===== src/rtl/execute_arbiter_pkg.sv =====
// Shared definitions for the execute arbiter and its dispatch-side producers.
//   log2up   : index width helper, never narrower than one bit
//   rr_next  : round-robin successor with explicit wrap (any requester count)
//   Pkt*     : execute-packet layout, packed as {payload, sop, eop}
package execute_arbiter_pkg;

  localparam int unsigned PktEopBit = 0;
  localparam int unsigned PktSopBit = 1;
  localparam int unsigned PktMetaW  = 2;

  function automatic int unsigned log2up(input int unsigned n);
    return (n > 1) ? $clog2(n) : 1;
  endfunction

  function automatic int unsigned pkt_width(input int unsigned dataw);
    return dataw + PktMetaW;
  endfunction

  function automatic int unsigned rr_next(input int unsigned idx, input int unsigned n);
    return (idx + 1 >= n) ? 0 : idx + 1;
  endfunction

endpackage


===== src/rtl/execute_arbiter_rr_lock_arbiter.sv =====
// Round-robin arbiter with instruction-granularity locking.
// Ports:
//   clk, reset  : clock, synchronous active-high reset
//   valid       : per-requester packet valid
//   sop, eop    : per-requester packet boundaries
//   can_accept  : downstream stage can take a packet this cycle
//   grant       : one-hot (or zero) accept back to requesters
//   grant_idx   : index of the current winner (meaningful when grant_valid)
//   grant_valid : winner has a valid packet
//   locked      : grant held mid-instruction
module execute_arbiter_rr_lock_arbiter
  import execute_arbiter_pkg::*;
#(
  parameter int unsigned NUM_REQS = 4,
  localparam int unsigned REQ_W = log2up(NUM_REQS)
) (
  input  logic                clk,
  input  logic                reset,
  input  logic [NUM_REQS-1:0] valid,
  input  logic [NUM_REQS-1:0] sop,
  input  logic [NUM_REQS-1:0] eop,
  input  logic                can_accept,
  output logic [NUM_REQS-1:0] grant,
  output logic [REQ_W-1:0]    grant_idx,
  output logic                grant_valid,
  output logic                locked
);

  logic [REQ_W-1:0] rr_ptr_q;
  logic [REQ_W-1:0] lock_idx_q;
  logic             locked_q;
  logic [REQ_W-1:0] win_idx;
  logic             win_found;
  logic             fire;
  int unsigned      cand;

  always_comb begin
    win_found = 1'b0;
    win_idx   = '0;
    cand      = 0;
    for (int unsigned i = 0; i < NUM_REQS; i++) begin
      cand = (32'(rr_ptr_q) + i) % NUM_REQS;
      if (!win_found && valid[cand[REQ_W-1:0]]) begin
        win_found = 1'b1;
        win_idx   = cand[REQ_W-1:0];
      end
    end
    // A locked requester keeps the grant even while idle; nobody else may slip in.
    if (locked_q) begin
      win_idx   = lock_idx_q;
      win_found = valid[lock_idx_q];
    end
  end

  assign fire        = win_found && can_accept;
  assign grant       = fire ? (NUM_REQS'(1) << win_idx) : '0;
  assign grant_idx   = win_idx;
  assign grant_valid = win_found;
  assign locked      = locked_q;

  always_ff @(posedge clk) begin
    if (reset) begin
      rr_ptr_q   <= '0;
      lock_idx_q <= '0;
      locked_q   <= 1'b0;
    end else if (fire) begin
      if (eop[win_idx]) begin
        locked_q <= 1'b0;
        rr_ptr_q <= REQ_W'(rr_next(32'(win_idx), NUM_REQS));
      end else begin
        locked_q   <= 1'b1;
        lock_idx_q <= win_idx;
      end
    end
  end

  // Upstream must not open a new instruction before closing the locked one.
  a_no_sop_while_locked : assert property (@(posedge clk) disable iff (reset)
    !(locked_q && fire && sop[lock_idx_q]));

  a_grant_onehot0 : assert property (@(posedge clk) disable iff (reset) $onehot0(grant));

endmodule


===== src/rtl/execute_arbiter.sv =====
// Shares one execute-unit input port among NUM_REQS dispatch channels.
// Round-robin at instruction granularity, optional registered output stage.
// Ports:
//   clk, reset          : clock, synchronous active-high reset
//   valid_in/data_in    : per-requester packet valid and payload (DATAW each)
//   sop_in/eop_in       : per-requester instruction boundaries
//   ready_in            : per-requester accept (one-hot or zero)
//   valid_out/data_out  : granted packet toward the functional unit
//   sop_out/eop_out     : forwarded boundaries
//   idx_out             : source requester of the forwarded packet
//   ready_out           : downstream accept
//   locked              : grant held mid-instruction
module execute_arbiter
  import execute_arbiter_pkg::*;
#(
  parameter int unsigned NUM_REQS = 4,
  parameter int unsigned DATAW    = 64,
  parameter int unsigned OUT_REG  = 1,
  localparam int unsigned REQ_W = log2up(NUM_REQS)
) (
  input  logic                      clk,
  input  logic                      reset,
  input  logic [NUM_REQS-1:0]       valid_in,
  input  logic [NUM_REQS*DATAW-1:0] data_in,
  input  logic [NUM_REQS-1:0]       sop_in,
  input  logic [NUM_REQS-1:0]       eop_in,
  output logic [NUM_REQS-1:0]       ready_in,
  output logic                      valid_out,
  output logic [DATAW-1:0]          data_out,
  output logic                      sop_out,
  output logic                      eop_out,
  output logic [REQ_W-1:0]          idx_out,
  input  logic                      ready_out,
  output logic                      locked
);

  // Stage word: {source index, payload, sop, eop}
  localparam int unsigned PKT_W = REQ_W + pkt_width(DATAW);

  logic [NUM_REQS-1:0] grant;
  logic [REQ_W-1:0]    grant_idx;
  logic                grant_valid;
  logic                can_accept;
  logic [DATAW-1:0]    sel_data;
  logic [PKT_W-1:0]    pkt_in;
  logic [PKT_W-1:0]    pkt_out;

  execute_arbiter_rr_lock_arbiter #(
    .NUM_REQS (NUM_REQS)
  ) u_arb (
    .clk         (clk),
    .reset       (reset),
    .valid       (valid_in),
    .sop         (sop_in),
    .eop         (eop_in),
    .can_accept  (can_accept),
    .grant       (grant),
    .grant_idx   (grant_idx),
    .grant_valid (grant_valid),
    .locked      (locked)
  );

  assign ready_in = grant;
  assign sel_data = data_in[32'(grant_idx) * DATAW +: DATAW];
  assign pkt_in   = {grant_idx, sel_data, sop_in[grant_idx], eop_in[grant_idx]};

  if (OUT_REG != 0) begin : g_out_reg
    logic             valid_q;
    logic [PKT_W-1:0] pkt_q;

    // Pipe register: refill in the same cycle the held packet drains.
    assign can_accept = ~valid_q | ready_out;

    always_ff @(posedge clk) begin
      if (reset) begin
        valid_q <= 1'b0;
      end else if (can_accept) begin
        valid_q <= grant_valid;
      end
    end

    always_ff @(posedge clk) begin
      if (can_accept && grant_valid) begin
        pkt_q <= pkt_in;
      end
    end

    assign valid_out = valid_q;
    assign pkt_out   = pkt_q;
  end else begin : g_out_comb
    assign can_accept = ready_out;
    assign valid_out  = grant_valid;
    assign pkt_out    = pkt_in;
  end

  assign idx_out  = pkt_out[PKT_W-1 -: REQ_W];
  assign data_out = pkt_out[PktMetaW +: DATAW];
  assign sop_out  = pkt_out[PktSopBit];
  assign eop_out  = pkt_out[PktEopBit];

endmodule


===== config.mk =====
export PLATFORM = sky130hd
export DESIGN_NAME = execute_arbiter
export DESIGN_NICKNAME = d
export VERILOG_FILES = /design/src/rtl/execute_arbiter_pkg.sv /design/src/rtl/execute_arbiter_rr_lock_arbiter.sv /design/src/rtl/execute_arbiter.sv
export SDC_FILE = /design/constraint.sdc
export NUM_CORES = 1
export LEC_CHECK = 0
export ABC_AREA = 1
export ABC_CLOCK_PERIOD_IN_PS = 8400
export CAP_MARGIN = 20
export CORE_AREA = 2 2 135 137
export CTS_CLUSTER_SIZE = 20
export DETAILED_ROUTE_END_ITERATION = 10
export DIE_AREA = 0 0 137 139
export PLACE_DENSITY = 0.64
export RECOVER_POWER = 100
export SLEW_MARGIN = 10
export SYNTH_ARGS = -nofsm -noshare
export SYNTH_HDL_FRONTEND = slang
export SYNTH_SLANG_ARGS = --single-unit

===== constraint.sdc =====
create_clock -name clk -period 8.4 [get_ports clk]
set_clock_uncertainty 0.05 [all_clocks]
set_input_delay 2.1 -clock clk [delete_from_list [all_inputs] [get_ports clk]]
set_output_delay 2.1 -clock clk [all_outputs]
set_load 0.05 [all_outputs]

* After elaboration in Yosys (flattened, before gate mapping) *
Index checks and enable logic that the tools add are counted.

operators by class
  add/subtract/negate cells = 4
  magnitude comparators = 7
  muxes and demuxes = 27
  shift-type cells = 2
  divide/modulo/power cells = 0
  reductions and logical operators = 9
  bitwise operators = 3
  equal/unequal tests = 0
  multipliers = 0

operator list
  operator                                                              number
  256-bit by 9-bit indexed part select with 64-bit output               1
  2-bit by 3-bit < comparator with 1-bit output, second input constant  6
  1-bit binary-select mux with 2-bit select                             7
  1-bit two-way mux                                                     13
  2-bit two-way mux                                                     6
  2-bit adder, second input constant                                    2
  1-bit logical AND                                                     4
  4-bit two-way mux                                                     1
  2-bit AND reduction                                                   2
  1-bit by 2-bit << shifter with 4-bit output, first input constant     1
  2-bit by 1-bit adder with 3-bit output, second input constant         1
  3-bit >= comparator, second input constant                            1
  1-bit zero test                                                       3
  2-bit by 1-bit adder with 2-bit output, second input constant         1
  1-bit inverter                                                        2
  1-bit OR                                                              1

storage, ports and cells
  bits in latches = 0
  word-level logic and storage cells = 57
  bits of input ports = 271
  bits in read-only memories = 0
  memory bits (writable) = 0
  register bits after elaboration = 74
  memories = 0
  output and inout port bits = 74

* Depth between registers and ports, before layout *
  depth after elaboration = 17
  mapped depth = 20
  depth with buffers taken out = 17

* Modules after synthesis *
A second synthesis with hierarchy kept.

unflattened totals
  cells, all modules = 992
  area, all modules = 6049.6 um2

modules (own cells, without submodules)
  module                           sequential area each (um2)  cells an instance  area an instance (um2)  instances
  execute_arbiter                  2062.0                      845                5258.8                  1
  execute_arbiter_rr_lock_arbiter  100.1                       147                790.8                   1

* Worst setup path before layout *
No wires, ideal clock.

  path kind = input -> output
  start = input valid_in[2]
  end = output ready_in[0]
  cell stages on the path = 10
  data required time = 6250 ps
  arrival = 7443 ps
  path slack = -1193 ps
  buffers on the path = 0
  cells stage by stage = inv_1 nand2_2 nand3_1 nand2_2 nor2_2 nand3_1 nand2_1 a21oi_1 inv_1 nor2_1

on the way
  cells in the longest elaborated chain, start to end = 15
  elaborated cells on any way between the ends = 29
  classes of those cells = shift: 1; mux: 21; reduce/logical: 7

ends and longest elaborated chain
  what                                       line                                   source
  start: declaration                         execute_arbiter.sv:23                  input logic [NUM_REQS-1:0] valid_in,
  1-bit binary-select mux with 2-bit select  execute_arbiter_rr_lock_arbiter.sv:43  if (!win_found && valid[cand[REQ_W-1:0]]) begin
  1-bit two-way mux (implied by the code)    execute_arbiter_rr_lock_arbiter.sv:43
  1-bit two-way mux                          execute_arbiter_rr_lock_arbiter.sv:43
  1-bit zero test                            execute_arbiter_rr_lock_arbiter.sv:43
  1-bit logical AND                          execute_arbiter_rr_lock_arbiter.sv:43
  1-bit two-way mux                          execute_arbiter_rr_lock_arbiter.sv:43
  1-bit zero test                            execute_arbiter_rr_lock_arbiter.sv:43
  1-bit logical AND                          execute_arbiter_rr_lock_arbiter.sv:43
  1-bit two-way mux                          execute_arbiter_rr_lock_arbiter.sv:43
  1-bit zero test                            execute_arbiter_rr_lock_arbiter.sv:43
  1-bit logical AND                          execute_arbiter_rr_lock_arbiter.sv:43
  1-bit two-way mux                          execute_arbiter_rr_lock_arbiter.sv:43
  1-bit two-way mux (*)                      execute_arbiter_rr_lock_arbiter.sv:49  if (locked_q) begin
  1-bit logical AND (*)                      execute_arbiter_rr_lock_arbiter.sv:55  assign fire = win_found && can_accept;
  net u_arb.fire                             execute_arbiter_rr_lock_arbiter.sv:34  logic fire;
  4-bit two-way mux (*)                      execute_arbiter_rr_lock_arbiter.sv:56  assign grant = fire ? (NUM_REQS'(1) << win_idx) : '0;
  end: declaration                           execute_arbiter.sv:27                  output logic [NUM_REQS-1:0] ready_in,

The timed path passes the listed nets; every way through them passes the cells marked *. The select of a mux whose other input is x is not followed.

* Worst setup path in the final report *
  start = input valid_in[1]
  end = output ready_in[0]

on the way
  cells in the longest elaborated chain, start to end = 15
  elaborated cells on any way between the ends = 29
  classes of those cells = shift: 1; mux: 21; reduce/logical: 7

ends and longest elaborated chain
  what                                                                                     line
  1-bit binary-select mux with 2-bit select                                                execute_arbiter_rr_lock_arbiter.sv:43
  1-bit two-way mux (implied by the code)                                                  execute_arbiter_rr_lock_arbiter.sv:43
  1-bit two-way mux                                                                        execute_arbiter_rr_lock_arbiter.sv:43
  1-bit zero test                                                                          execute_arbiter_rr_lock_arbiter.sv:43
  1-bit logical AND                                                                        execute_arbiter_rr_lock_arbiter.sv:43
  1-bit two-way mux                                                                        execute_arbiter_rr_lock_arbiter.sv:43
  1-bit zero test                                                                          execute_arbiter_rr_lock_arbiter.sv:43
  1-bit logical AND                                                                        execute_arbiter_rr_lock_arbiter.sv:43
  1-bit two-way mux                                                                        execute_arbiter_rr_lock_arbiter.sv:43
  1-bit zero test                                                                          execute_arbiter_rr_lock_arbiter.sv:43
  1-bit logical AND                                                                        execute_arbiter_rr_lock_arbiter.sv:43
  2-bit two-way mux / 1-bit two-way mux (equally long branches)                            execute_arbiter_rr_lock_arbiter.sv:43
  2-bit two-way mux / 1-bit two-way mux (equally long branches)                            execute_arbiter_rr_lock_arbiter.sv:49
  1-bit by 2-bit << shifter with 4-bit output / 1-bit logical AND (equally long branches)  execute_arbiter_rr_lock_arbiter.sv:56, execute_arbiter_rr_lock_arbiter.sv:55
  4-bit two-way mux (*)                                                                    execute_arbiter_rr_lock_arbiter.sv:56

Mark *: on every way between the ends. The rest lies on a longest branch, timed or not. The select of a mux whose other input is x is not followed.

==> results.md <==
Run status:
- The flow ran to the end, but the final reports show violations.
- The final reports fail on max-capacitance violations, max-slew violations.

CTS:
- The total clock buffers created by CTS is 9.
- TritonCTS built the clock tree.
- The number of clock sinks is 74.
- The count of hold buffers inserted by post-cts repair is 0.
- The CTS H-tree depth is 3.
- The number of setup buffers added after CTS is 0.
- The worst-case clock buffer depth is 2.
- Gates resized during post-CTS repair numbered 0.
- The clock latency on the worst-skew pair is about 0.33 ns.
- Clock-pin slew was measured on the worst setup and hold paths at 0.06 ns.
- CTS placed an instance of sky130_fd_sc_hd__clkbuf_16 at the clock tree root.

Synthesis:
- The synthesized area per cell is ~8 sq um.
- The synthesized net count is between 800 and 900.
- The XOR/XNOR share of the synthesized area is 0%.
- The synthesized-area fraction occupied by and/or/nand/nor cells is between 20% and 30%.
- For this run, the register share of the synthesized area comes to a little under half.
- Synthesis instantiated 26 different standard cells from the library.
- By instance count, the leading cell after synthesis is sky130_fd_sc_hd__nor2_1.
- During synthesis, Yosys emitted a total of 0 warnings.
- Multiplexer cells account for 0% of the synthesized area.
- The share of synthesized area in the top cell type comes to between 40% and 50%.
- The area fraction in compound gates after synthesis is a little under a quarter.
- Ranked by total cell area, the synthesized netlist is headed by sky130_fd_sc_hd__edfxtp_1 (44%), sky130_fd_sc_hd__o21ai_0 (13%), sky130_fd_sc_hd__nor2_1 (12%).
- The dominant combinational cell family by area after synthesis is compound AO/OA/AOI/OAI gates.
- The mapped netlist covers about 4700 sq um.
- The commonest cells after synthesis are sky130_fd_sc_hd__nor2_1 (147), sky130_fd_sc_hd__o21ai_0 (125), sky130_fd_sc_hd__edfxtp_1 (68).
- Counting flops and latches in the post-synthesis netlist gives 74.
- Counting every instance in the synthesized netlist gives approximately 600.
- The library cell occupying the most area in the post-synthesis netlist is sky130_fd_sc_hd__edfxtp_1.
- The share of async-settable or async-resettable flops after synthesis is 0%.
- The top flip-flop cell by instance count after synthesis is sky130_fd_sc_hd__edfxtp_1.
- After Yosys synthesis, full adders, half adders and majority gates account for roughly 1.1% of the synthesized area.
- The number of enable-type register cells in the synthesized netlist is between 60 and 70.

Hold path:
- The start point of the worst hold path is u_arb.lock_idx_q[0].
- The path with the worst hold slack has its endpoint at u_arb.lock_idx_q[0].
- The cell depth of the worst hold path is 4.
- The min-delay analysis places its worst path in the category register to register.

Cells and area:
- The fraction of final layout cells with drive strength greater than 1 is 3.96%.
- The area taken by flip-flops and latches is roughly 2200 sq um.
- At the end of the flow, the number of nets in the layout was 1178.
- The number of fill cells is around 1800.
- The number of antenna diodes in the final layout is 0.
- In the final layout, the multi-input gates occupy 2110 sq um.
- The final non-filler cell total is approximately 1100.
- The area added between synthesis and finish is 80.1%.

Pwr:
- The share of total power dissipated in the clock network is a little under a tenth.
- The switching power of the nets is just over 2000 uW.
- In this run, the combinational gates consume 68.6% of the power.
- Net switching is 54.1% of the power.
- The internal power consumption is approximately 1700 uW.
- The standby leakage power is 0.00317 uW.
- VDD sags by at most ~0.00037 V.
- The ratio of total power to cell area is 449 nW/um^2.
- The fraction of power consumed by sequential logic is between 20% and 30%.

Route:
- After detailed routing, the number of remaining DRC violations is 0.
- In the routed layout, each cell is associated on average with a via count of 4.74.
- Before antenna repair, the detailed router went through 4 iterations.
- After detailed routing, the average wire length per cell comes to ~17 microns.
- The total wire length after detailed routing is between 15 and 20 mm.
- The violation count after the first detailed-routing iteration is around 240.
- The via total after detailed routing is approximately 5400.
- The number of nets with antenna violations after detailed routing is 0.

STA:
- In the post-route analysis, the smallest setup slack over all paths is about 1.0 ns.
- The actual slew at the worst max-slew pin is 4.19 ns.
- The setup violation total in the final timing report is 0.
- After layout, the worst path uses ~90% of the clock period.
- The final-report max-slew violation count is between 150 and 200.
- Headroom to the max-slew limit came out at -179%.
- Based on the critical path, the design can be clocked at up to 136 MHz.
- The minimum period implied by the final worst setup slack is ~7.4 ns.
- The hold violation total from the final report was 0.
- The setup total negative slack is 0 ns.
- Setup repair after global routing left no endpoint under its margin.
- The smallest hold slack is between 0.5 and 0.6 ns.

Setup path:
- STA puts the critical path data required time at between 6 and 7 ns.
- In this design, the largest share of critical-path delay is due to buffers and inverters.
- The startpoint of the worst setup timing path is valid_in[1].
- The cell type of the slowest stage on the worst timing path is sky130_fd_sc_hd__dlygate4sd3_1.
- The worst register-to-register path ends at u_arb.rr_ptr_q[0].
- The critical path class is input port to output pin.
- The count of cells along the worst register-to-register path is 12.
- The maximum net fanout on the critical path is 67.
- The worst setup path is launched from an input port.
- The register-to-register setup slack is about 3 ns.
- The critical path capture point type is an output pin.
- For this run, the slowest stage of the critical path takes roughly 0.59 ns.
- Traced cell by cell, the critical path runs through dlygate4sd3_1, nand2_1, nand2_1, nand2_2, nand2_1, nor2_1, nand3_1, nand2_1, inv_1, nand2_1, nand2_4, buf_4, clkinvlp_2, ha_1, inv_1, nor2_1, clkbuf_1.
- Together, buffers and inverters on the worst path number 6.
- The data arrival time of the critical path is 5.22 ns.
- The critical register-to-register path startpoint is u_arb.rr_ptr_q[0].
- The most used cell along the critical path is sky130_fd_sc_hd__nand2_1.

Floorplan:
- The number of ports placed on the die boundary is around 350.
- The initialized floorplan defines a little under 50 standard-cell rows.
- The floorplan core area is 17700 sq um.
- The starting utilization of the core area is a little over a quarter.
- The floorplan step defined a die boundary enclosing 19000 sq um.
- The x dimension of the die is approximately 140 microns.
- The chip height is ~140 microns.

GRT:
- Global routing used between 10% and 20% of the available tracks.
- The first global-routing pass estimated ~28 mm of wire.
- The maximum number of pins on one net before global-route repair is 86.
- The number of global-route vias before repair is around 5100.
- Global routing finished with a remaining overflow of 0.
- The number of antenna violations at the first check in global routing is 0.

Placed design:
- The number of port buffers is 344.
- Detailed placement finished with a half-perimeter wire length of ~14 mm.
- At the end of routability-driven placement, the weighted congestion stood at between 0.8 and 0.9.
- After detailed placement, the design holds a cell count of roughly 1100.
- The setup slack at placement is around 1.5 ns.

Job:
- The max capacitance violation total is 3.
==> registers in the layout (all words and copies together) (netlist names) <==
signal and count:
g_out_reg.pkt_q 68, valid_out 1, u_arb.locked 1, u_arb.lock_idx_q 2, u_arb.rr_ptr_q 2
==> cell families (layout without fill, tap and decap cells) <==
kind of cell,count (synthesis),after routing
and+or+nand+nor,231,231
AOI/OAI and AO/OA,204,204
DFF,74,74
buffers and inverters,73,395
adders and majority gates,4,4
==> how the worst max path moves through the flow <==
stage	end	slack, ns	cells after the start
floorplan	ready_in[0]	0.45	10
global placement	ready_in[2]	1.60	17
detailed placement	ready_in[0]	1.52	17
CTS	ready_in[0]	1.51	17
global route	u_arb.lock_idx_q[1]	0.68	14
finish	ready_in[0]	1.03	17
==> power by group through the flow <==
stage | clock network, uW | logic (uW) | registers (uW)
after floorplan | 0 | 1260 | 1470
after global placement | 0 | 2670 | 830
after detailed placement | 0 | 2680 | 837
after CTS | 360 | 2690 | 830
after global routing | 380 | 2810 | 864
final | 348 | 2590 | 839
==> stage by stage <==
stage | utilization, % | power (uW) | area (sq um)
after global routing | 47.6 | 4050 | 8400
after global placement | 46.4 | 3500 | 8200
final | 47.6 | 3780 | 8400
after floorplan | - | 2740 | 4670
after CTS | 47.9 | 3880 | 8450
after detailed placement | 46.4 | 3520 | 8200
==> worst reg2reg max path: stages (launching register included) <==
cell,delay [ns]
sky130_fd_sc_hd__dfxtp_1,0.63
sky130_fd_sc_hd__nand2_1,0.13
sky130_fd_sc_hd__nand2_1,0.14
sky130_fd_sc_hd__nand2_2,0.06
sky130_fd_sc_hd__nand2_1,0.09
sky130_fd_sc_hd__nor2_1,0.07
sky130_fd_sc_hd__nand3_1,0.08
sky130_fd_sc_hd__nand2_1,0.07
sky130_fd_sc_hd__a21oi_1,0.17
sky130_fd_sc_hd__clkbuf_1,2.95
sky130_fd_sc_hd__nand3_2,0.52
sky130_fd_sc_hd__nor2_1,0.27
sky130_fd_sc_hd__nor2_1,0.07
==> layer usage <==
layer	up-vias	share of wire [%]	GRT usage (%)
met5	-	0	0
met4	0	2.9	8.14
met3	35	9.0	5.04
met2	228	49	32.0
met1	2441	40	21.8
li1	2687	-	-
==> final cells by class <==
| cell class | instances | share of cell area, % |
|---|---|---|
| timing repair buffer | 351 | 41.3 |
| clock buffer | 12 | 2.81 |
| tap | 229 | 3.41 |
| multi-input combinational | 439 | 25.1 |
| inverter | 28 | 1.38 |
| sequential | 74 | 25.7 |
| clock inverter | 4 | 0.223 |
==> cells in the final DEF (no fill, tap or decap), types with 2 or more instances in the layout <==
cell type                         instances
sky130_fd_sc_hd__ha_1                     4
sky130_fd_sc_hd__a21oi_1                  3
sky130_fd_sc_hd__clkdlybuf4s50_1        269
sky130_fd_sc_hd__clkinv_2                 3
sky130_fd_sc_hd__nand3_2                  3
sky130_fd_sc_hd__nand3_1                 16
sky130_fd_sc_hd__o22ai_1                 65
sky130_fd_sc_hd__clkbuf_16                9
sky130_fd_sc_hd__clkbuf_1                 8
sky130_fd_sc_hd__dfxtp_1                  6
sky130_fd_sc_hd__nand2_2                  8
sky130_fd_sc_hd__nor2_1                 148
sky130_fd_sc_hd__o21ai_0                125
sky130_fd_sc_hd__nand2_1                 52
sky130_fd_sc_hd__o21ai_1                  9
sky130_fd_sc_hd__edfxtp_1                68
sky130_fd_sc_hd__dlygate4sd3_1           73
sky130_fd_sc_hd__inv_1                   24
sky130_fd_sc_hd__buf_4                    4
sky130_fd_sc_hd__nor2_2                   2
Note: power is estimated with default switching activity, not from simulation.
